==> src/rtl/key_zone_detector.sv <==
// Per-zone bright-pixel counters over a vertical window; at frame end each zone
// is evaluated against hysteresis thresholds and a pressed-key bitmap is published.
module key_zone_counter (
  input  logic        clk_in,
  input  logic        rst_in,
  input  logic        clr_i,
  input  logic        inc_i,
  output logic [15:0] cnt_o
);
  logic [15:0] cnt_q;

  // Clear wins over increment; increment saturates instead of wrapping.
  always_ff @(posedge clk_in or negedge rst_in) begin
    if (!rst_in)                       cnt_q <= '0;
    else if (clr_i)                    cnt_q <= '0;
    else if (inc_i && cnt_q != 16'hFFFF) cnt_q <= cnt_q + 16'd1;
  end

  assign cnt_o = cnt_q;
endmodule

module key_zone_detector #(
  parameter int NUM_KEYS       = 8,
  parameter int KEY_WIDTH_LOG2 = 6,
  parameter int H_START        = 64,
  parameter int V_START        = 200,
  parameter int V_END          = 479,
  parameter int FRAME_LAST_H   = 1023,
  parameter int FRAME_LAST_V   = 767,
  parameter int THRESH_ON      = 400,
  parameter int THRESH_OFF     = 200
) (
  input  logic                clk_in,
  input  logic                rst_in,
  input  logic                data_valid_in,
  input  logic                pixel_data_in,
  input  logic [10:0]         hcount_in,
  input  logic [9:0]          vcount_in,
  output logic [NUM_KEYS-1:0] keys_out,
  output logic                keys_valid_out,
  output logic                keys_changed_out
);
  localparam int          KIW   = (NUM_KEYS > 1) ? $clog2(NUM_KEYS) : 1;
  localparam logic [31:0] H_LO  = 32'(H_START);
  localparam logic [31:0] H_HI  = 32'(H_START + (NUM_KEYS << KEY_WIDTH_LOG2));
  localparam logic [31:0] V_LO  = 32'(V_START);
  localparam logic [31:0] V_HI  = 32'(V_END);
  localparam logic [10:0] FL_H  = 11'(FRAME_LAST_H);
  localparam logic [9:0]  FL_V  = 10'(FRAME_LAST_V);
  localparam logic [15:0] T_ON  = 16'(THRESH_ON);
  localparam logic [15:0] T_OFF = 16'(THRESH_OFF);

  typedef enum logic {ACCUM, EVAL} state_e;

  state_e                      state_q;
  logic [KIW-1:0]              k_q;
  logic [NUM_KEYS-1:0]         nxt_q, nxt_d;
  logic [NUM_KEYS-1:0]         keys_q;
  logic                        vld_q, chg_q;
  logic [NUM_KEYS-1:0][15:0]   cnt_w;

  logic [31:0]    h32, v32, h_off;
  logic           in_win, count_en, frame_end, last_k, cur_bit;
  logic [KIW-1:0] zone;
  logic [15:0]    cur;

  assign h32       = 32'(hcount_in);
  assign v32       = 32'(vcount_in);
  assign in_win    = data_valid_in && v32 >= V_LO && v32 <= V_HI && h32 >= H_LO && h32 < H_HI;
  assign h_off     = h32 - H_LO;
  assign zone      = KIW'(h_off >> KEY_WIDTH_LOG2);
  assign count_en  = (state_q == ACCUM) && in_win && pixel_data_in;
  assign frame_end = (state_q == ACCUM) && data_valid_in && hcount_in == FL_H && vcount_in == FL_V;
  assign last_k    = (k_q == KIW'(NUM_KEYS - 1));

  for (genvar g = 0; g < NUM_KEYS; g++) begin : g_zone
    key_zone_counter u_cnt (
      .clk_in (clk_in),
      .rst_in (rst_in),
      .clr_i  (state_q == EVAL && k_q == KIW'(g)),
      .inc_i  (count_en && zone == KIW'(g)),
      .cnt_o  (cnt_w[g])
    );
  end

  // Hysteresis: between the thresholds the previously published state holds.
  assign cur     = cnt_w[k_q];
  assign cur_bit = (cur >= T_ON) ? 1'b1 : (cur < T_OFF) ? 1'b0 : keys_q[k_q];

  always_comb begin
    nxt_d      = nxt_q;
    nxt_d[k_q] = cur_bit;
  end

  always_ff @(posedge clk_in or negedge rst_in) begin
    if (!rst_in) begin
      state_q <= ACCUM;
      k_q     <= '0;
      nxt_q   <= '0;
      keys_q  <= '0;
      vld_q   <= 1'b0;
      chg_q   <= 1'b0;
    end else begin
      vld_q <= 1'b0;
      chg_q <= 1'b0;
      case (state_q)
        ACCUM: if (frame_end) begin
          state_q <= EVAL;
          k_q     <= '0;
        end
        EVAL: begin
          nxt_q <= nxt_d;
          if (last_k) begin
            keys_q  <= nxt_d;
            vld_q   <= 1'b1;
            chg_q   <= (nxt_d != keys_q);
            state_q <= ACCUM;
            k_q     <= '0;
          end else begin
            k_q <= k_q + 1'b1;
          end
        end
        default: state_q <= ACCUM;
      endcase
    end
  end

  assign keys_out         = keys_q;
  assign keys_valid_out   = vld_q;
  assign keys_changed_out = chg_q;
endmodule
==> config.mk <==
export PLATFORM = sky130hd
export DESIGN_NAME = key_zone_detector
export DESIGN_NICKNAME = d
export VERILOG_FILES = /design/src/rtl/key_zone_detector.sv
export SDC_FILE = /design/constraint.sdc
export NUM_CORES = 1
export LEC_CHECK = 0
export ABC_AREA = 1
export BUFFER_PORTS_ARGS = -buffer_cell sky130_fd_sc_hd__clkbuf_2
export CORE_MARGIN = 1.5
export CORE_UTILIZATION = 65
export CTS_BUF_LIST = sky130_fd_sc_hd__clkbuf_8
export DETAILED_ROUTE_END_ITERATION = 7
export GPL_TIMING_DRIVEN = 0
export HOLD_SLACK_MARGIN = 0.06
export PLACE_DENSITY_LB_ADDON = 0.3
export RECOVER_POWER = 50
export REMOVE_ABC_BUFFERS = 1
export SYNTH_ARGS = -nofsm -noshare
export SYNTH_HDL_FRONTEND = slang
export SYNTH_HIERARCHICAL = 1
export SYNTH_SLANG_ARGS = --single-unit
export TNS_END_PERCENT = 1
==> constraint.sdc <==
create_clock -name clk_in -period 2.7 [get_ports clk_in]
set_input_delay 0.135 -clock clk_in [delete_from_list [all_inputs] [get_ports clk_in]]
set_output_delay 0.135 -clock clk_in [all_outputs]
set_load 0.02 [all_outputs]
Word-level counts from Yosys, hierarchy flattened
Cells that the tools add are included.
{"block": "op_classes", "addsub": 10, "order_cmp": 8, "n_eq_ne": 26, "muxes": 35, "bitwise_logic": 1, "n_reduce_logical": 45}
{"op": "16-bit 2-to-1 mux", "n": 17}
{"op": "16-bit by 1-bit adder with 16-bit output, second input constant", "n": 8}
{"op": "16-bit != test, second input constant", "n": 8}
{"op": "16-bit binary-select mux with 3-bit select", "n": 1}
{"op": "1-bit logical AND", "n": 34}
{"op": "3-bit equality test, second input constant", "n": 8}
{"op": "16-bit by 9-bit >= comparator with 1-bit output, second input constant", "n": 1}
{"op": "16-bit by 8-bit less-than comparator with 1-bit output, second input constant", "n": 1}
{"op": "2-bit nonzero test", "n": 8}
{"op": "3-bit by 2-bit equality test with 1-bit output, second input constant", "n": 4}
{"op": "11-bit by 10-bit equality test with 1-bit output, second input constant", "n": 1}
{"op": "11-bit by 7-bit >= comparator with 1-bit output, second input constant", "n": 1}
{"op": "11-bit by 10-bit less-than comparator with 1-bit output, second input constant", "n": 1}
{"op": "10-bit equality test, second input constant", "n": 1}
{"op": "10-bit by 8-bit >= comparator with 1-bit output, second input constant", "n": 1}
{"op": "10-bit by 9-bit less-or-equal comparator with 1-bit output, second input constant", "n": 1}
{"op": "1-bit 2-to-1 mux", "n": 10}
{"op": "9-bit by 7-bit subtractor with 9-bit output, second input constant", "n": 1}
{"op": "8-bit bitwise mux", "n": 1}
{"op": "8-bit != test", "n": 1}
{"op": "3-bit by 1-bit equality test with 1-bit output, second input constant", "n": 2}
{"op": "3-bit zero test", "n": 2}
{"op": "3-bit 2-to-1 mux", "n": 2}
{"op": "3-bit one-hot mux with 2 select lines", "n": 1}
{"op": "9 further kinds", "n": 9}
{"block": "totals", "reg_bits": 150, "in_bits": 25, "out_inout_bits": 10, "word_cells": 139}

Depth between registers and ports, before layout
Gate-level depths: netlist of the first run.
{"block": "depth", "word_depth": 11, "ltp_mapped": 22, "mapped_depth_nobuf": 20}

Cells and area by module
Netlist of the first run, hierarchy kept.
{"mod": "key_zone_counter", "instances": 8, "cells_per_inst": 144, "area_each_um2": 1037.2, "seq_area_each_um2": 400.4}
{"mod": "key_zone_detector", "instances": 1, "cells_per_inst": 553, "area_each_um2": 2970.3, "seq_area_each_um2": 550.5}

Worst setup path after synthesis of the first run
No wires, ideal clock.
{"block": "synth_path", "kind": "reg-to-reg", "start": "register state_q", "end": "register g_zone[5].u_cnt.cnt_q[2]", "setup_ps": 66, "arrival_time_ps": 2210, "required_time_ps": 2634, "slack_ps": 423, "stages_incl_launch_ff": 11, "path_buffers": 1, "synth_period_minus_slack_ps": 2277, "cell_sequence": "dfrtp_1 > a2111oi_0 > o21ai_0 > a211oi_1 > nand2_1 > nor3_1 > inv_1 > nor2_1 > buf_2 > nand4_1 > nand2_1"}
{"block": "synth_between", "elab_chain_cells": 6, "elab_cells_between_ends": 8, "classes_between": "mux: 1; bitwise: 1; reduce/logical: 6"}
{"item": "start, declared", "line": "55", "source": "state_e state_q;"}
{"item": "start signal, assigned", "line": "97", "source": "state_q <= ACCUM;"}
{"item": "start signal, assigned", "line": "108", "source": "state_q <= EVAL;"}
{"item": "start signal, assigned", "line": "117", "source": "state_q <= ACCUM;"}
{"item": "1-bit NOT", "line": "72", "source": "assign count_en = (state_q == ACCUM) && in_win && pixel_data_in;"}
{"item": "1-bit logical AND (2 in a row)", "line": "72"}
{"item": "1-bit logical AND", "line": "81", "source": ".inc_i (count_en && zone == KIW'(g)),"}
{"item": "1-bit logical AND", "line": "16", "source": "else if (inc_i && cnt_q != 16'hFFFF) cnt_q <= cnt_q + 16'd1;"}
{"item": "2-bit nonzero test (no source line)"}
{"item": "end signal, assigned", "line": "16"}
{"item": "end, declared", "line": "10", "source": "logic [15:0] cnt_q;"}
Several ways; a longest one is shown, not always the timed one.
A chain may end at the register's enable or synchronous reset.

Worst setup path in the final report of the first run
{"block": "layout_path", "start": "register k_q[0]", "end": "register chg_q (netlist: keys_changed_out)"}
{"block": "layout_between", "elab_chain_cells": 9, "elab_cells_between_ends": 18, "classes_between": "order compare: 4; eq/ne: 2; mux: 11; reduce/logical: 1"}
{"item": "start, declared", "line": "56", "source": "logic [KIW-1:0] k_q;"}
{"item": "start signal, assigned", "line": "120", "source": "k_q <= k_q + 1'b1;"}
{"item": "16-bit binary-select mux with 3-bit select", "line": "87", "source": "assign cur = cnt_w[k_q];"}
{"item": "16-bit 2-to-1 mux (implied by the code)", "line": "87"}
{"item": "16-bit by 8-bit less-than comparator with 1-bit output", "line": "88", "source": "assign cur_bit = (cur >= T_ON) ? 1'b1 : (cur < T_OFF) ? 1'b0 : keys_q[k_q];"}
{"item": "1-bit 2-to-1 mux (2 in a row)", "line": "88"}
{"item": "8-bit bitwise mux", "line": "92", "source": "nxt_d[k_q] = cur_bit;"}
{"item": "8-bit != test", "line": "116", "source": "chg_q <= (nxt_d != keys_q);"}
{"item": "1-bit 2-to-1 mux *", "line": "113", "source": "if (last_k) begin"}
{"item": "1-bit 2-to-1 mux *", "line": "106", "source": "case (state_q)"}
{"item": "end signal, assigned", "line": "116"}
{"item": "end, declared", "line": "59", "source": "logic vld_q, chg_q;"}
Every way passes the cells marked *; elsewhere a longest branch is shown, timed or not. The select of a mux whose other input is x is not followed.

==> impl_metrics.tcl, run 1 <==
set metrics [dict create \
    run_status "complete, but fails checks" \
    violations "max-capacitance violations, max-slew violations" \
    setup_viol 0 \
    h-tree-depth 4 \
    antenna_left 0 \
    seqPwrFrac_pct 56.1 \
    rsz0062_at_grt "yes" \
    p_int_mw 3.067 \
    grt_use_total_pct 31.67 \
    p_sw_share_pct 24.15 \
    grt_max_degree 82 \
    clock_sinks 150 \
    place_ws_ns -0.6251 \
    drive_gt1_share_pct 12.08 \
    crit_chain "buf_16 > clkinv_16 > or2_2 > nand2_1 > nand2_1 > nor2_1 > nor2_1 > o21ai_1 > nand3_1 > nand2_4 > nand3_1 > nand3_1 > nand2_1 > nor2_1 > nand2_1 > nor2_1 > nor2_1" \
    rrSetupSlack_ns 0.02 \
    hold_class "input pin to flop" \
    synth.most_common_cell "nand2_1" \
    maxCapViolCount 1 \
    yosysTopAreaCell "dfrtp_1" \
    combPwrFrac_pct 2.8 \
    post_synth_num_cell_types 40 \
    p_per_area_nw_per_um2 337.2 \
    ys_ff_latch 150 \
    die_height_um 134.7 \
    ys_top_cells_by_count "nand2_1 (646), inv_1 (206), nand3_1 (155), nor2_1 (154), dfrtp_1 (150)" \
    n_antenna_cell 0 \
    report.final.hold_viol_count 0 \
    io_buffers 34 \
    postSynth.asyncResetShare_pct 100.0 \
    syn_area_per_cell_um2 6.609 \
    skew_ns 0.01222 \
    dieWidth_um 134.7 \
    cp_slowest_cell "dfrtp_4" \
    routed_wl_mm 27.90 \
    cpMostUsedCell "nor2_1" \
    worstSetupPathType "flop to flop" \
    power.net_switching_uw 976.8 \
    min_period_over_period_pct 99.38 \
    cp-start-kind "flop" \
    r2r_start "k_q[0]" \
    syn-instance-count 1705 \
    setup_tns_ns 0 \
    synth_flop_cell "dfrtp_1" \
    seq_area_frac_synth_pct 33.31 \
    arrival_ns 3.04 \
    min_period_ns 2.683 \
    die-area_um2 18130 \
    crit_fanout 54 \
    grt_pass1_vias 9772 \
    cp.required_ns 3.06 \
    synthTopCellsByArea "dfrtp_1 (33%), nand2_1 (22%), nand3_1 (6.9%)" \
    cp-end-kind "flop" \
    wl_per_cell_um 14.25 \
    first_pass_iters 5 \
    crit_end "keys_changed_out" \
    slew_headroom_pct -18.34 \
    drc 0 \
    synth_edf_count 0 \
    cp-startpoint "k_q[0]" \
    io_pins 35 \
    syn_area_um2 11270 \
    rows 47 \
    cts-buffers-inserted 17 \
    grt_pass1_wl_mm 46.28 \
    max_freq_mhz 372.7 \
    drtIter0Drc 1005 \
    start_util_pct 67.23 \
    final_nets 1765 \
    clkPwrFrac_pct 41.1 \
    cts-root-buf "clkbuf_8" \
    clkLatencyLatePin_ns 0.47 \
    cts_buffer_depth 2 \
    synth_top_area_share_pct 33.31 \
    setup_slack_ns 0.01666 \
    report.final.slew_viol_count 71 \
    vias_per_cell 5.577 \
    area_growth_pct 6.440 \
    finalInstanceArea_um2 11990 \
    grt_overflow 0 \
    cellLeakagePower_nw 5.975 \
    cts_tree "done" \
    hpwl_mm 19.47 \
    core_um2 16760 \
    grt_antenna_before_repair 0 \
    num_vias 10920 \
    rr_worst_depth 17 \
    clk_pin_slew_ns 0.08 \
    slowest_delay_ns 0.46 \
    ir_drop_mv 0.2993 \
    postPlaceCellArea_um2 11420 \
    worstMarginPinSlew_ns 1.775 \
    worstReg2RegEnd "keys_changed_out" \
    synth.yosys.warnings 6 \
    gp_congestion 0.8972 \
]
[worst min path at each step]
stage,startpoint,to,slack [ns],cells past startpoint
after detailed placement,rst_in,g_zone[2].u_cnt/cnt_o[1],0.18,1
after global routing,vcount_in[8],state_q,0.10,4
final,vcount_in[8],state_q,0.09,4
after floorplan,rst_in,g_zone[0].u_cnt/cnt_o[0],-0.16,0
after CTS,vcount_in[8],state_q,0.08,4
after global placement,nxt_q[4],nxt_q[4],0.46,2
[per-layer routing]
layer,vias to the layer above,share of wire [%],GRT usage [%]
li1,5399,-,-
met1,5006,43,43.61
met2,445,46,49.63
met3,70,7.5,5.706
met4,0,3.2,12.78
met5,-,0,0
[flip-flops by register name, summed over array words and instances (netlist names)]
register and count:
keys_out 8, state_q 1, keys_changed_out 1, g_zone.u_cnt/cnt_o 128, nxt_q 8, k_q 3, keys_valid_out 1
[layout by cell type, fill, tap and decap left out, types with 8 or more instances in the layout]
cell        n
nand2_1   644
inv_1     207
nand3_1   155
dfrtp_1   148
nor2_1    143
nand4_1    76
o21ai_0    53
clkbuf_2   32
nor2_4     30
xor2_1     24
or2_2      22
nand2_2    21
clkbuf_8   20
nand2_4    17
xnor2_1    16
o21bai_1   16
ha_1       14
inv_2      12
a21oi_1     9
nor3_1      9
o21ai_4     8
inv_4       8
[cell type report]
| cell class | instances | area [um2] |
|---|---|---|
| multi-input cells | 1284 | 6414 |
| repair buffers | 45 | 280.3 |
| inverters | 228 | 905.9 |
| fillers | 1382 | 4766 |
| flip-flops and latches | 150 | 3759 |
| well taps | 220 | 275.3 |
| clock inverters | 11 | 85.08 |
| clock buffers | 20 | 275.3 |
[through the flow]
| stage | hold slack (ns) | power [mW] | instances | util [%] |
|---|---|---|---|---|
| floorplan | -0.1606 | 2.346 | 1662 | - |
| global placement | 0.4613 | 2.418 | 1916 | 67.79 |
| detailed placement | 0.1808 | 2.427 | 1918 | 68.13 |
| CTS | 0.07701 | 4.065 | 1950 | 70.77 |
| global route | 0.1003 | 4.182 | 1958 | 71.56 |
| finish | 0.08506 | 4.044 | 1958 | 71.56 |
[power by group through the flow]
stage	logic (mW)	clock network, mW	registers (mW)
after global placement	0.104	0	2.31
after global routing	0.134	1.78	2.27
after floorplan	0.0340	0	2.31
after detailed placement	0.114	0	2.31
final	0.114	1.66	2.27
after CTS	0.116	1.68	2.27
[critical path, delay by kind of cell (launching register included)]
kind                   cells  cell delay [ns]
AO/OA/AOI/OAI              1             0.08
buffers and inverters      2             0.40
flip-flops                 1             0.46
AND/OR/NAND/NOR           14             1.62
[what timing repair did]
| item | CTS | global route |
|---|---|---|
| hold buffers | 1 | 0 |
| setup buffers | 0 | 8 |
| endpoints found under the hold margin | 69 | 0 |
| gates resized for setup | 21 | 22 |
| pin swaps | 0 | 5 |
| endpoints found under the setup margin | 136 | 139 |
[logic make-up after synthesis]
kind of cell | after synthesis | synth area share, %
buffers and inverters | 271 | 10.90
AND/OR/NAND/NOR | 1134 | 45.43
AO/OA/AOI/OAI | 96 | 5.696
adder cells (fa/ha/maj) | 14 | 1.555
XOR/XNOR | 40 | 3.109
flip-flops | 150 | 33.31
Note: power is estimated with default switching activity, not from simulation.
==> run 2: changes to the inputs <==
PLACE_DENSITY = 0.88   (was not set)
PLACE_DENSITY_LB_ADDON = not set   (was 0.3)
==> impl_metrics.tcl, run 2 (synthesized netlist as in run 1, its figures left out) <==
set metrics [dict create \
    run_status "complete, but fails checks" \
    violations "max-capacitance violations, max-slew violations, negative setup slack" \
    setup_slack_ns -0.07768 \
    cts_buffer_depth 2 \
    hold_class "input pin to flop" \
    layout_commonest_cell "nand2_1" \
    r2r_start "state_q" \
    grt_overflow 0 \
    place_ws_ns -0.5942 \
    io_buffers 34 \
    h-tree-depth 4 \
    min_period_over_period_pct 102.9 \
    max_freq_mhz 360.0 \
    worstMarginPinSlew_ns 1.829 \
    maxCapViolCount 1 \
    clkLatencyLatePin_ns 0.46 \
    wl_per_cell_um 14.93 \
    ir_drop_mv 0.3934 \
    start_util_pct 67.23 \
    routed_wl_mm 29.27 \
    cpMostUsedCell "o21ai_0" \
    crit_chain "a2111oi_0 > o21ai_0 > a211oi_2 > nand2_1 > nor2_2 > inv_1 > nor2_4 > nand3_1 > o21ai_0" \
    die-area_um2 18130 \
    arrival_ns 3.15 \
    n_antenna_cell 0 \
    largest_reg_flops 128 \
    hpwl_mm 19.63 \
    crit_fanout 13 \
    gp_congestion 0.9251 \
    slowest_delay_ns 0.50 \
    final_nets 1769 \
    first_pass_iters 6 \
    cellLeakagePower_nw 6.016 \
    cp-start-kind "flop" \
    cts_tree "done" \
    timing.critical_path.buf_inv 1 \
    hp-start "vcount_in[8]" \
    cts-buffers-inserted 17 \
    final_cell_mix "nand2_1 (643), inv_1 (206), nand3_1 (154), dfrtp_1 (147), nor2_1 (142)" \
    drtIter0Drc 1089 \
    cp.required_ns 3.08 \
    clock_sinks 150 \
    area_growth_pct 7.484 \
    report.final.slew_viol_count 75 \
    grt_pass1_vias 10220 \
    cp-startpoint "state_q" \
    core_um2 16760 \
    worstSetupPathType "flop to flop" \
    grt_antenna_before_repair 0 \
    io_pins 35 \
    clk_pin_slew_ns 0.08 \
    drc 0 \
    critical-path-top-delay-family "compound AO/OA/AOI/OAI gates" \
    slew_headroom_pct -21.91 \
    cts-root-buf "clkbuf_8" \
    antenna_left 0 \
    cp_slowest_cell "dfrtp_1" \
    rsz0062_at_grt "yes" \
    drive_gt1_share_pct 12.41 \
    die_height_um 134.7 \
    finalInstanceArea_um2 12110 \
    postPlaceCellArea_um2 11420 \
    min_period_ns 2.778 \
    setup_viol 35 \
    grt_max_degree 78 \
    skew_ns 0.008207 \
    report.final.hold_viol_count 0 \
    grt_pass1_wl_mm 47.27 \
    grt_use_total_pct 31.99 \
    cp-end-kind "flop" \
    rows 47 \
    dieWidth_um 134.7 \
    num_vias 11260 \
    vias_per_cell 5.740 \
    timing.hold.ws_ns 0.1004 \
    p_per_area_nw_per_um2 335.0 \
]
## run 2: changes by cell type in the layout (fill, tap and decap cells not counted), moves of 2 or more
cell / previous run / this run
clkbuf_16: 0 / 2
clkbuf_2: 32 / 30
buf_6: 2 / 4
clkbuf_1: 2 / 4
nor2_2: 3 / 5
buf_4: 7 / 4
## run 2: worst paths after layout
path                                             to  slack, ns  cells after the start
max                        g_zone[6].u_cnt/cnt_o[0]      -0.08                      9
min                                         state_q       0.10                      4
max reg2reg                g_zone[6].u_cnt/cnt_o[0]      -0.08                      9
min reg2reg                                nxt_q[7]       0.49                      2
max in group asynchronous  g_zone[0].u_cnt/cnt_o[2]       0.51                      3
min in group asynchronous  g_zone[3].u_cnt/cnt_o[2]       0.70                      2
## run 2: worst register-to-register path, stage by stage, from the launching register on
cell	delay (ns)
dfrtp_1	0.50
a2111oi_0	0.45
o21ai_0	0.20
a211oi_2	0.29
nand2_1	0.26
nor2_2	0.33
inv_1	0.12
nor2_4	0.31
nand3_1	0.12
o21ai_0	0.11
## run 2: area by class of cell
class | instances | area (um2)
tap | 220 | 275.3
multi-input combinational | 1286 | 6446
inverter | 228 | 905.9
fill | 1325 | 4648
clock buffer | 21 | 289.0
timing repair inverter | 1 | 30.03
sequential | 150 | 3760
clock inverter | 9 | 77.57
timing repair buffer | 46 | 327.8
## run 2: per-stage QoR
stage / utilization, % / TNS (ns) / cells / power [mW]
global placement: 67.79 / -322.64 / 1916 / 2.418
floorplan: - / -27.15 / 1662 / 2.346
CTS: 70.90 / -0.1004 / 1949 / 4.075
global route: 72.27 / -13.30 / 1961 / 4.175
detailed placement: 68.13 / -38.84 / 1918 / 2.428
finish: 72.27 / -1.032 / 1961 / 4.058
## run 2: metal layers
| metal | global-route usage (%) | wire length [um] | vias to the layer above |
|---|---|---|---|
| met1 | 43.13 | 12110 | 5204 |
| met2 | 51.05 | 13440 | 552 |
| met3 | 5.030 | 2414 | 105 |
| met5 | 0 | 0 | - |
| met4 | 14.46 | 1306 | 0 |
| li1 | - | - | 5395 |
## run 2: timing repair
action | in CTS | in global routing
gates cloned | 0 | 7
pin swaps | 0 | 10
setup endpoints to repair | 136 | 133
endpoints found under the hold margin | 73 | 0
setup buffers | 0 | 5
resized for setup | 24 | 26
hold buffers | 1 | 0
## run 2: where the power goes
part	switching [mW]	leakage [nW]	internal [mW]
Sequential	0.0116	2.09	2.26
Combinational	0.0847	3.74	0.0294
Clock	0.865	0.191	0.809
